## src/rtl/hazard_scoreboard.sv

```systemverilog
// rtl/hazard_scoreboard.sv - destination-tag scoreboard and load-use stall for the 5-stage pipeline
// Optional stall-cycle counter built only when HAZARD_STALL_CNT_EN is defined.
module hazard_scoreboard #(
  parameter int REG_ADDR_W = 5,
  parameter int CNT_W      = 32
) (
  input  logic                     clk_i,
  input  logic                     rst_i,
  input  logic                     id_valid_i,
  input  logic [REG_ADDR_W-1:0]    id_rs1_i,
  input  logic [REG_ADDR_W-1:0]    id_rs2_i,
  input  logic                     id_uses_rs2_i,
  input  logic [REG_ADDR_W-1:0]    id_rd_i,
  input  logic                     id_regwrite_i,
  input  logic                     id_memread_i,
  input  logic                     flush_i,
  input  logic                     mem_busy_i,
  output logic                     stall_o,
  output logic [REG_ADDR_W-1:0]    ex_rd_o,
  output logic                     ex_regwrite_o,
  output logic                     ex_memread_o,
  output logic [REG_ADDR_W-1:0]    ex_mem_rd_o,
  output logic                     ex_mem_regwrite_o,
  output logic [REG_ADDR_W-1:0]    mem_wb_rd_o,
  output logic                     mem_wb_regwrite_o,
  output logic [2**REG_ADDR_W-1:0] pending_o,
  output logic [CNT_W-1:0]         stall_cnt_o
);

  localparam int NREGS = 2**REG_ADDR_W;

  logic                  ex_valid_q, ex_valid_d;
  logic [REG_ADDR_W-1:0] ex_rd_q, ex_rd_d;
  logic                  ex_rw_q, ex_rw_d;
  logic                  ex_mr_q, ex_mr_d;
  logic                  exm_valid_q, exm_valid_d;
  logic [REG_ADDR_W-1:0] exm_rd_q, exm_rd_d;
  logic                  exm_rw_q, exm_rw_d;
  logic                  mwb_valid_q, mwb_valid_d;
  logic [REG_ADDR_W-1:0] mwb_rd_q, mwb_rd_d;
  logic                  mwb_rw_q, mwb_rw_d;

  logic hazard;
  logic id_rd_nz;

  assign id_rd_nz = (id_rd_i != '0);

  always_comb begin
    hazard = id_valid_i & ex_valid_q & ex_mr_q & (ex_rd_q != '0) &
             ((ex_rd_q == id_rs1_i) | (id_uses_rs2_i & (ex_rd_q == id_rs2_i)));
  end

  assign stall_o = hazard & ~flush_i;

  // MemRead only matters while the load sits in EX, so later slots drop it.
  always_comb begin
    ex_valid_d  = ex_valid_q;
    ex_rd_d     = ex_rd_q;
    ex_rw_d     = ex_rw_q;
    ex_mr_d     = ex_mr_q;
    exm_valid_d = exm_valid_q;
    exm_rd_d    = exm_rd_q;
    exm_rw_d    = exm_rw_q;
    mwb_valid_d = mwb_valid_q;
    mwb_rd_d    = mwb_rd_q;
    mwb_rw_d    = mwb_rw_q;
    if (!mem_busy_i) begin
      mwb_valid_d = exm_valid_q;
      mwb_rd_d    = exm_rd_q;
      mwb_rw_d    = exm_rw_q;
      exm_valid_d = ex_valid_q;
      exm_rd_d    = ex_rd_q;
      exm_rw_d    = ex_rw_q;
      if (stall_o | flush_i | ~id_valid_i) begin
        ex_valid_d = 1'b0;
        ex_rd_d    = '0;
        ex_rw_d    = 1'b0;
        ex_mr_d    = 1'b0;
      end else begin
        ex_valid_d = 1'b1;
        ex_rd_d    = id_rd_i;
        ex_rw_d    = id_regwrite_i & id_rd_nz;
        ex_mr_d    = id_memread_i & id_rd_nz;
      end
    end
  end

  always_ff @(posedge clk_i) begin
    if (!rst_i) begin
      ex_valid_q  <= 1'b0;
      ex_rd_q     <= '0;
      ex_rw_q     <= 1'b0;
      ex_mr_q     <= 1'b0;
      exm_valid_q <= 1'b0;
      exm_rd_q    <= '0;
      exm_rw_q    <= 1'b0;
      mwb_valid_q <= 1'b0;
      mwb_rd_q    <= '0;
      mwb_rw_q    <= 1'b0;
    end else begin
      ex_valid_q  <= ex_valid_d;
      ex_rd_q     <= ex_rd_d;
      ex_rw_q     <= ex_rw_d;
      ex_mr_q     <= ex_mr_d;
      exm_valid_q <= exm_valid_d;
      exm_rd_q    <= exm_rd_d;
      exm_rw_q    <= exm_rw_d;
      mwb_valid_q <= mwb_valid_d;
      mwb_rd_q    <= mwb_rd_d;
      mwb_rw_q    <= mwb_rw_d;
    end
  end

  assign ex_rd_o           = ex_rd_q;
  assign ex_regwrite_o     = ex_rw_q;
  assign ex_memread_o      = ex_mr_q;
  assign ex_mem_rd_o       = exm_rd_q;
  assign ex_mem_regwrite_o = exm_rw_q;
  assign mem_wb_rd_o       = mwb_rd_q;
  assign mem_wb_regwrite_o = mwb_rw_q;

  always_comb begin
    pending_o = '0;
    for (int r = 1; r < NREGS; r++) begin
      pending_o[r] = (ex_valid_q  & ex_rw_q  & (ex_rd_q  == REG_ADDR_W'(r))) |
                     (exm_valid_q & exm_rw_q & (exm_rd_q == REG_ADDR_W'(r))) |
                     (mwb_valid_q & mwb_rw_q & (mwb_rd_q == REG_ADDR_W'(r)));
    end
  end

`ifdef HAZARD_STALL_CNT_EN
  logic [CNT_W-1:0] stall_cnt_q, stall_cnt_d;

  always_comb begin
    stall_cnt_d = stall_cnt_q;
    if (stall_o && !mem_busy_i && (stall_cnt_q != {CNT_W{1'b1}})) begin
      stall_cnt_d = stall_cnt_q + 1'b1;
    end
  end

  always_ff @(posedge clk_i) begin
    if (!rst_i) begin
      stall_cnt_q <= '0;
    end else begin
      stall_cnt_q <= stall_cnt_d;
    end
  end

  assign stall_cnt_o = stall_cnt_q;
`else
  assign stall_cnt_o = '0;
`endif

endmodule

```

## config.mk

```make
export PLATFORM = sky130hd
export DESIGN_NAME = hazard_scoreboard
export DESIGN_NICKNAME = d
export VERILOG_FILES = /design/src/rtl/hazard_scoreboard.sv
export SDC_FILE = /design/constraint.sdc
export NUM_CORES = 1
export LEC_CHECK = 0
export ABC_AREA = 1
export CAP_MARGIN = 20
export CORE_AREA = 5 5 79 81
export DETAILED_ROUTE_END_ITERATION = 10
export DIE_AREA = 0 0 84 86
export PLACE_DENSITY = 0.8
export REMOVE_ABC_BUFFERS = 1
export SYNTH_ARGS = -nofsm -noshare
export SYNTH_HDL_FRONTEND = slang
export SYNTH_SLANG_ARGS = --single-unit
```

## constraint.sdc

```tcl
create_clock -name clk_i -period 1.28 [get_ports clk_i]
set_input_delay 0.192 -clock clk_i [delete_from_list [all_inputs] [get_ports clk_i]]
set_output_delay 0.192 -clock clk_i [all_outputs]
set_load 0.005 [all_outputs]
```

==> results of run 1 <==
==> where the power goes <==
part / internal, mW / switching, mW
logic: 0.307 / 0.382
registers: 0.707 / 0.0494
clock network: 0.420 / 0.287
total: 1.43 / 0.719
==> per-layer routing <==
layer | wire length (µm) | share of wire [%] | track usage, %
met3 | 1380 | 11 | 7.49
met2 | 6160 | 48 | 53.9
met4 | 1040 | 8.1 | 23.7
met1 | 4250 | 33 | 29.0
met5 | 0 | 0 | 0
==> cells in the final DEF, fill, tap and decap left out, drive strengths merged <==
cell type,netlist,final
dlygate4sd2,0,14
buf,41,137
a21oi,18,18
nor3,1,1
bufinv,0,1
a32oi,1,1
nand2,149,149
clkinv,1,1
clkdlybuf4s50,0,22
o21ai,14,14
nor2,76,76
a21o,1,1
dfxtp,22,22
conb,1,33
inv,34,34
clkbuf,4,7
xnor2,1,1
a22oi,2,2
nand3,40,40
==> Yosys cell counts <==
library cell               number  area [µm²]
sky130_fd_sc_hd__nand2_1      146         548
sky130_fd_sc_hd__nor2_1        73         274
sky130_fd_sc_hd__nand3_1       40         200
sky130_fd_sc_hd__buf_4         33         248
sky130_fd_sc_hd__inv_1         29         109
sky130_fd_sc_hd__dfxtp_1       22         440
sky130_fd_sc_hd__a21oi_1       18        90.1
sky130_fd_sc_hd__o21ai_0       14        70.1
sky130_fd_sc_hd__buf_2          7        35.0
sky130_fd_sc_hd__inv_2          5        18.8
sky130_fd_sc_hd__clkbuf_1       4        15.0
sky130_fd_sc_hd__a22oi_1        2        15.0
sky130_fd_sc_hd__nand2_2        2        12.5
sky130_fd_sc_hd__nor2_2         2        12.5
sky130_fd_sc_hd__a21o_1         1        7.51
sky130_fd_sc_hd__a32oi_1        1        8.76
sky130_fd_sc_hd__buf_6          1        11.3
sky130_fd_sc_hd__clkinv_1       1        3.75
sky130_fd_sc_hd__conb_1         1        3.75
sky130_fd_sc_hd__nand2_4        1        11.3
sky130_fd_sc_hd__nor2_8         1        20.0
sky130_fd_sc_hd__nor3_1         1        5.00
sky130_fd_sc_hd__xnor2_1        1        8.76
==> layout make-up <==
type,instances,share of cell area (%)
multi-input combinational,336,47.0
timing repair buffer,177,34.9
sequential,22,11.0
inverter,35,3.48
tap,72,2.01
clock buffer,3,0.919
clock inverter,1,0.669
==> metrics by stage <==
stage	util, %	worst slack [ns]	setup TNS [ns]	power, mW
2_1_floorplan	-	-0.0787	-1.70	0.939
3_3_place_gp	59.6	-0.646	-13.28	1.23
4_1_cts	76.2	-0.369	-9.35	1.99
3_5_place_dp	59.6	-0.654	-14.16	1.24
5_1_grt	83.1	-0.495	-14.56	2.21
6_report	83.1	-0.425	-12.90	2.15
==> state kept, by name, summed over array words and instances, names as in the netlist <==
| register | flops |
|---|---|
| ex_mem_rd_o | 5 |
| ex_rd_o | 5 |
| mem_wb_rd_o | 5 |
| ex_mem_regwrite_o | 1 |
| ex_memread_o | 1 |
| ex_regwrite_o | 1 |
| ex_valid_q | 1 |
| exm_valid_q | 1 |
| mem_wb_regwrite_o | 1 |
| mwb_valid_q | 1 |
==> cells by family after synthesis <==
| logic type | Yosys count |
|---|---|
| AO/OA/AOI/OAI | 36 |
| XOR/XNOR | 1 |
| buffers and inverters | 80 |
| flip-flops | 22 |
| other | 1 |
| AND/OR/NAND/NOR | 266 |
==> worst min-delay path, stage by stage <==
cell,delay [ns]
sky130_fd_sc_hd__clkdlybuf4s50_1,0.42
sky130_fd_sc_hd__nand3_1,0.09
sky130_fd_sc_hd__a21oi_1,0.05
==> worst max path at each step <==
stage	from	end	slack, ns	cells after the start
floorplan	mem_wb_regwrite_o	pending_o[16]	-0.08	4
global placement	id_rs1_i[0]	stall_o	-0.65	10
detailed placement	id_rs1_i[0]	stall_o	-0.65	10
CTS	ex_rd_o[4]	stall_o	-0.37	10
global route	ex_mem_rd_o[2]	pending_o[12]	-0.49	6
finish	ex_mem_rd_o[0]	pending_o[12]	-0.43	6
==> repair_timing <==
action	CTS	global route
pin swaps	53	35
setup endpoints to repair	59	44
setup buffers	47	7
gates cloned	2	0
resized for setup	358	108
==> flow_summary.yaml, run 1 <==
yosys:
  synth_compound_gate_area_share_pct: 8.83
  gate_count_of_the_mapped_netlist: 406
  post_synth_instance_area_mm2: 0.00217
  synth.ff_latch_count: 22
  yosys.area_share.adder_pct: 0
  mean_area_per_synthesized_cell_um2: 5.34
  yosysWarningCount: 0
  synth_cell_type_count: 23
  synth.yosys.seq_area_share_pct: 20.3
  muxShareOfSynthArea_pct: 0
  synth_simple_gate_area_share_pct: 50.0
  post_synth_xor_area_fraction_pct: 0.404
  synth_top_family_by_area: "simple AND/OR/NAND/NOR gates"
floorplanning:
  die-height_um: 86
  die_footprint_mm2: 0.00722
  floorplan.io_pins: 107
  die_width_um: 84
  core_area_mm2: 0.00541
  std_cell_rows: 27
  start_util_pct: 40.1
layout:
  insertedDiodeCount: 0
  final_layout_size_suffix_gt1_share_pct: 58.5
  cell_area_after_layout_mm2: 0.00449
  multi_input_comb_area_mm2: 0.00211
  final_cells: 646
  post_layout_nets: 598
  fillers: 310
  layout.area.seq_um2: 495
  area_growth_pct: 107
placed_design:
  place_congestion: 1.01
  dpl_cells: 591
  dp.final_hpwl_mm: 5.88
  portBuffers: 73
  post_dp_cell_area_mm2: 0.00322
worst_hold_path:
  hold_path.startpoint: "id_rd_i[3]"
  holdCritPathClass: "in2reg"
  hold_depth: 3
  worstHoldEndpoint: "ex_rd_o[3]"
sta:
  finalCriticalPeriod_ns: 1.71
  rsz0062_at_grt: "true"
  timing.final.hold_violations: 0
  final_max_slew_viol_count: 0
  final_ws_setup_ns: -0.425
  period_share_pct: 133
  fmax_ghz: 0.586
  report.final.setup_viol: 42
  fin_worst_skew_ns: 0.00652
  fin_hold_ws_ns: 0.512
worst_setup_path:
  r2r-start: "ex_rd_o[1]"
  required_ns: 1.09
  top_cell_family_by_delay_on_the_critical_path: "simple AND/OR/NAND/NOR gates"
  longest_individual_stage_delay_on_the_worst_path_ns: 0.38
  critPathBufInv: 2
  r2r_setup_slack_ns: -0.32
  ff2ff_path_depth: 10
  worstSetupEndpointType: "output pin"
  critPathSlowestCell: "sky130_fd_sc_hd__dfxtp_4"
  worst_ep_arrival_time_ns: 1.51
  regToRegEndpoint: "ex_rd_o[2]"
  start_kind: "flip-flop"
  critical_path.cell_chain: "nor2_2 -> inv_1 -> nor2_1 -> nand2_1 -> nand3_2 -> buf_6"
  worst_setup_path_category: "reg2out"
  peak_fanout_along_the_critical_path: 5
clock_network:
  cts.sink_count: 22
  cts-hold-fix-buffers: 0
  clock_latency_ns: 0.29
  cts_tree: "yes"
  clock_tree.buffer_depth: 2
  cts_root_buffer: "sky130_fd_sc_hd__clkbuf_8"
  clock_tree.htree_level_count: 1
  inserted_clock_buffers: 3
  clock_pin_slew_on_the_worst_setup_and_hold_paths_ns: 0.09
power:
  p_leak_nw: 2.50
  ir_worst_vdd_mv: 0.518
  power.density_mw_per_mm2: 479
grt:
  vias_in_the_first_global_route: 3609
  number_of_antenna_violations_at_the_first_check_in_global_routing: 0
  grt_start_max_net_pins: 25
  grt_first_pass_wirelength_mm: 17.4
  grt-ovfl-total: 0
  track_usage_pct: 29.9
status:
  violations: "setup timing"
  status: "finished with violations"
detailed_routing:
  detail_route.drc_violations: 0
  route.antenna.remaining_nets: 0
  routed_via_density: 5.60
  detail_route.iter0.violations: 265
  first_pass_iters: 5
  wire_per_inst_um: 19.9
  detailroute.via_count: 3619
  routed_wirelength_mm: 12.8
job:
  timing.max_cap.violations: 0
No activity file was read; power rests on OpenSTA's default activity.
==> inputs of run 2 (changes only) <==
--- a/config.mk
+++ b/config.mk
@@ -7,10 +7,12 @@
 export LEC_CHECK = 0
 export ABC_AREA = 1
 export CAP_MARGIN = 20
-export CORE_AREA = 5 5 79 81
+export CELL_PAD_IN_SITES_DETAIL_PLACEMENT = 1
+export CELL_PAD_IN_SITES_GLOBAL_PLACEMENT = 2
+export CORE_AREA = 5 5 102 128
 export DETAILED_ROUTE_END_ITERATION = 10
-export DIE_AREA = 0 0 84 86
-export PLACE_DENSITY = 0.8
+export DIE_AREA = 0 0 107 133
+export PLACE_DENSITY_LB_ADDON = 0.1
 export REMOVE_ABC_BUFFERS = 1
 export SYNTH_ARGS = -nofsm -noshare
 export SYNTH_HDL_FRONTEND = slang
==> constraint.sdc (replaced) <==
create_clock -name clk_i -period 1.95 [get_ports clk_i]
set_input_delay 0.2925 -clock clk_i [delete_from_list [all_inputs] [get_ports clk_i]]
set_output_delay 0.2925 -clock clk_i [all_outputs]
set_load 0.005 [all_outputs]
==> flow_summary.yaml, run 2 (same netlist as run 1, synthesis figures left out) <==
power:
  ir_worst_vdd_mv: 0.314
  power.density_mw_per_mm2: 382
  p_leak_nw: 1.84
worst_hold_path:
  holdCritPathClass: "reg2reg"
  hold_path.startpoint: "mwb_valid_q"
layout:
  final_layout_size_suffix_gt1_share_pct: 29.2
  mostFrequentLayoutCells: "sky130_fd_sc_hd__nand2_1 (130), sky130_fd_sc_hd__clkdlybuf4s50_1 (43), sky130_fd_sc_hd__nor2_2 (41)"
  fillers: 1553
  insertedDiodeCount: 0
  cell_area_after_layout_mm2: 0.00368
  post_layout_nets: 530
  area_growth_pct: 69.8
  layout.cells.most_common: "sky130_fd_sc_hd__nand2_1"
worst_setup_path:
  top_cell_family_by_delay_on_the_critical_path: "buffers and inverters"
  r2r-start: "ex_rd_o[0]"
  start_kind: "flip-flop"
  r2r_setup_slack_ns: 0.44
  worstSetupEndpointType: "output pin"
  critPathLaunch: "ex_rd_o[1]"
  critical_path.cell_chain: "inv_2 -> nand2_4 -> nor2_2 -> a32oi_1 -> nand2_1 -> clkdlybuf4s50_1"
  worst_ep_arrival_time_ns: 1.69
  peak_fanout_along_the_critical_path: 5
  worst_setup_path_category: "reg2out"
  critPathBufInv: 2
  critPathSlowestCell: "sky130_fd_sc_hd__clkdlybuf4s50_1"
  required_ns: 1.66
  longest_individual_stage_delay_on_the_worst_path_ns: 0.49
sta:
  report.final.setup_viol: 1
  fmax_ghz: 0.504
  final_ws_setup_ns: -0.0338
  timing.final.hold_violations: 0
  fin_worst_skew_ns: 0.00287
  fin_hold_ws_ns: 0.495
  final_max_slew_viol_count: 0
  finalCriticalPeriod_ns: 1.98
  rsz0062_at_grt: "true"
  final.setup.tns_ns: -0.0338
  period_share_pct: 102
floorplanning:
  floorplan.io_pins: 107
  start_util_pct: 18.3
  die_footprint_mm2: 0.0142
  die-height_um: 133
  die_width_um: 107
  core_area_mm2: 0.0118
  std_cell_rows: 45
detailed_routing:
  wire_per_inst_um: 15.4
  first_pass_iters: 4
  routed_via_density: 4.34
  detail_route.iter0.violations: 64
  dr.max_layer_used: "met4"
  detail_route.drc_violations: 0
  routed_wirelength_mm: 9.96
  route.antenna.remaining_nets: 0
  detailroute.wirelength.met3_um: 411
  met2WireLength_mm: 5.19
  detailroute.via_count: 2805
  wl_met1_mm: 4.21
status:
  violations: "setup timing"
  status: "finished with violations"
clock_network:
  clock_tree.htree_level_count: 1
  clock_pin_slew_on_the_worst_setup_and_hold_paths_ns: 0.07
  clock_tree.buffer_depth: 2
  inserted_clock_buffers: 3
  cts_root_buffer: "sky130_fd_sc_hd__clkbuf_16"
  cts_tree: "yes"
  clock_latency_ns: 0.26
  cts.sink_count: 22
job:
  timing.max_cap.violations: 0
grt:
  grt-ovfl-total: 0
  grt_first_pass_wirelength_mm: 15.7
  vias_in_the_first_global_route: 2971
  track_usage_pct: 13.8
  grt_start_max_net_pins: 27
  number_of_antenna_violations_at_the_first_check_in_global_routing: 0
placed_design:
  dp.final_hpwl_mm: 7.62
  portBuffers: 73
  place_worst_setup_slack_ns: -0.285
  post_dp_cell_area_mm2: 0.00311
  place_congestion: 0.852
run 2: power breakdown:
| part | switching, mW | internal [mW] | total [mW] | leakage [nW] |
|---|---|---|---|---|
| clock network | 0.186 | 0.408 | 0.594 | 0.0511 |
| registers | 0.0302 | 0.468 | 0.498 | 0.191 |
| logic | 0.176 | 0.139 | 0.315 | 1.60 |
run 2: worst paths after layout:
check / end / cells after the start
max: pending_o[16] / 6
min: mwb_valid_q / 2
max reg2reg: ex_rd_o[3] / 11
min reg2reg: mwb_valid_q / 2
run 2: cell type report:
| type | count | area (µm²) | area share, % |
|---|---|---|---|
| Clock buffer | 3 | 75.1 | 2.04 |
| Timing Repair Buffer | 109 | 1150 | 31.1 |
| Inverter | 35 | 134 | 3.64 |
| Clock inverter | 1 | 30.0 | 0.815 |
| Tap cell | 141 | 176 | 4.79 |
| Multi-Input combinational cell | 336 | 1640 | 44.4 |
| Sequential cell | 22 | 485 | 13.2 |
run 2: worst min-delay path: cells and delay by family, from the launching register on:
family / cells / cell delay, ns
simple gates: 2 / 0.13
flops: 1 / 0.33
run 2: through the flow:
stage / total power, mW / std cells / util, %
detailed placement: 0.782 / 627 / 26.3
finish: 1.41 / 647 / 31.1
floorplan: 0.617 / 393 / -
CTS: 1.41 / 641 / 29.7
global route: 1.48 / 647 / 31.1
global placement: 0.779 / 627 / 26.3
run 2: layer usage:
layer	up-vias	GRT usage, %
li1	1397	-
met1	1316	15.9
met2	82	25.5
met3	10	2.10
met4	0	4.69
met5	-	0
run 2: what timing repair did:
| action | CTS | global route |
|---|---|---|
| pin swaps | 3 | 2 |
| gates resized for setup | 106 | 50 |
| setup endpoints to repair | 32 | 15 |
| gates cloned | 2 | 1 |
| hold buffers | 0 | 0 |
| setup buffers | 8 | 5 |
==> RTL change, RTL diff (config.mk and constraints of run 1) <==
The parameter `CNT_W` goes from 32 to 16.
--- a/src/rtl/hazard_scoreboard.sv
+++ b/src/rtl/hazard_scoreboard.sv
@@ -3,5 +3,5 @@
 module hazard_scoreboard #(
   parameter int REG_ADDR_W = 5,
-  parameter int CNT_W      = 32
+  parameter int CNT_W      = 16
 ) (
   input  logic                     clk_i,
Interface: changed (resized stall_cnt_o); port bits go from 107 to 91. The function was not compared with the original's and may differ.
==> RTL change against run 1 <==
  * The flow still finishes with violations (negative setup slack)
  * Total power decreased by 2.8%
  * Highest routed layer unchanged
  * Critical path type unchanged
  * Wire length decreased by 6.0%
  * Largest power group unchanged
  * Area after synthesis decreased by 5.5%
  * Design area fell by 4.3%
  * Clock skew is 0.0040 ns lower
  * Clock power shrank 4.4%
  * Worst setup slack improved by 0.023 ns
  * Cell count shrank 4.3%
  * Critical endpoint is now pending_o[28]
  * Critical path depth grew 1
  * Sequential cell count unchanged
  * Synthesized cell count down 3.9%
==> RTL change: results (changes against run 1) <==
outcome:
  outcome: "complete, but fails checks"
  violations: "negative setup slack"
synthesis:
  synth_area_leaders: "nand2_1 27%, dfxtp_1 22%, nor2_1 13%"
  synth_xor_area_share_pct: 0.428  # +0.024 points
  syn_inst: 390  # -3.9%
  netlist_top_cells_count: "146 x nand2_1, 73 x nor2_1, 40 x nand3_1, 29 x inv_1, 22 x dfxtp_1"
  ys_seq_area_share_pct: 21.5  # +1.2 points
global_route:
  grt_pass1_vias: 3258  # -9.7%
  grt_max_degree: 26  # +4.0%
  grt_use_met3_pct: 5.09  # -2.4 points
  grt_pass1_wl_um: 14800  # -15%
  grt_usage_pct: 24.6  # -5.3 points
  grt_use_met2_pct: 44.3  # -9.6 points
  met1_usage_pct: 26.6  # -2.5 points
  antenna_found_initial: 0  # unchanged
pwr:
  leakage_nw: 2.25  # -9.9%
  pwr-share-comb_pct: 31.5  # -0.5 points
  pwr-share-seq_pct: 36.2  # +1.1 points
  ir_drop_uv: 443  # -14%
  p_seq_mw: 0.758  # about the same
  swShare_pct: 32.3  # -1.0 points
drt:
  highest_layer: "met4"
  wl_met3_um: 1380  # -0.51%
  routed_via_density: 5.72  # +2.2%
  dr_wl_met2_um: 5660  # -8.2%
  drt_wl_total_um: 12100  # -6.0%
  drt_iter0_markers: 393  # +48%
setup_path:
  crit_path_max_fanout: 7  # +2
  r2r_slack_ns: -0.12  # +0.20 ns
  crit_path_start: "mem_wb_rd_o[4]"
  arrival_ns: 1.49  # -0.02 ns
  crit_end: "pending_o[28]"
min_path:
  hp-start: "id_rd_i[1]"
  holdPathEnd: "ex_rd_o[1]"
cts:
  ctsLongestPathBuffers: 2  # unchanged
  clk_latency_ns: 0.27  # -0.02 ns
layout:
  final_cell_area_mm2: 0.00430  # -4.3%
  finalNetCount: 570  # -4.7%
  drive_gt1_share_pct: 57.5  # -1.0 points
placement:
  gp_congestion: 0.956  # -4.9%
  dp_hpwl_um: 5730  # -2.7%
  dp_slack_ns: -0.709  # -0.0543 ns
  place_area_mm2: 0.00313  # -3.0%
sta:
  setup_viol: 41  # -2.4%
  fin_ws_ns: -0.402  # +0.0230 ns
  skew_ns: 0.00257  # -0.00395 ns
  holdWs_ns: 0.531  # +0.0193 ns
  final.setup.tns_ns: -10.36  # +2.54 ns
RTL change: cells by family (layout without fill, tap and decap cells):
family                 count (synthesis)  in the layout
AO/OA/AOI/OAI                         36             36
XOR/XNOR                               1              1
buffers and inverters                 64            204
flip-flops                            22             22
other                                  1             17
AND/OR/NAND/NOR                      266            266
RTL change: worst max-delay path, cell delays in order (launching register included):
cell	delay (ns)
dfxtp_2	0.36
inv_1	0.09
nor2_4	0.16
buf_6	0.18
buf_12	0.12
nand2_2	0.05
nand2_1	0.12
buf_2	0.14
RTL change: final cells by class:
type	instances	area, um2
Multi-Input combinational cell	320	2030
Timing Repair Buffer	165	1430
Fill cell	334	1110
Sequential cell	22	505
Inverter	35	164
Tap cell	72	90.1
Clock buffer	3	41.3
Clock inverter	1	30.0
RTL change: repair_timing:
item | in CTS | in global routing
buffers inserted | 29 | 14
pin swaps | 38 | 42
endpoints found under the setup margin | 53 | 42
resized for setup | 271 | 189
hold buffers | 0 | 0
cloned | 4 | 1
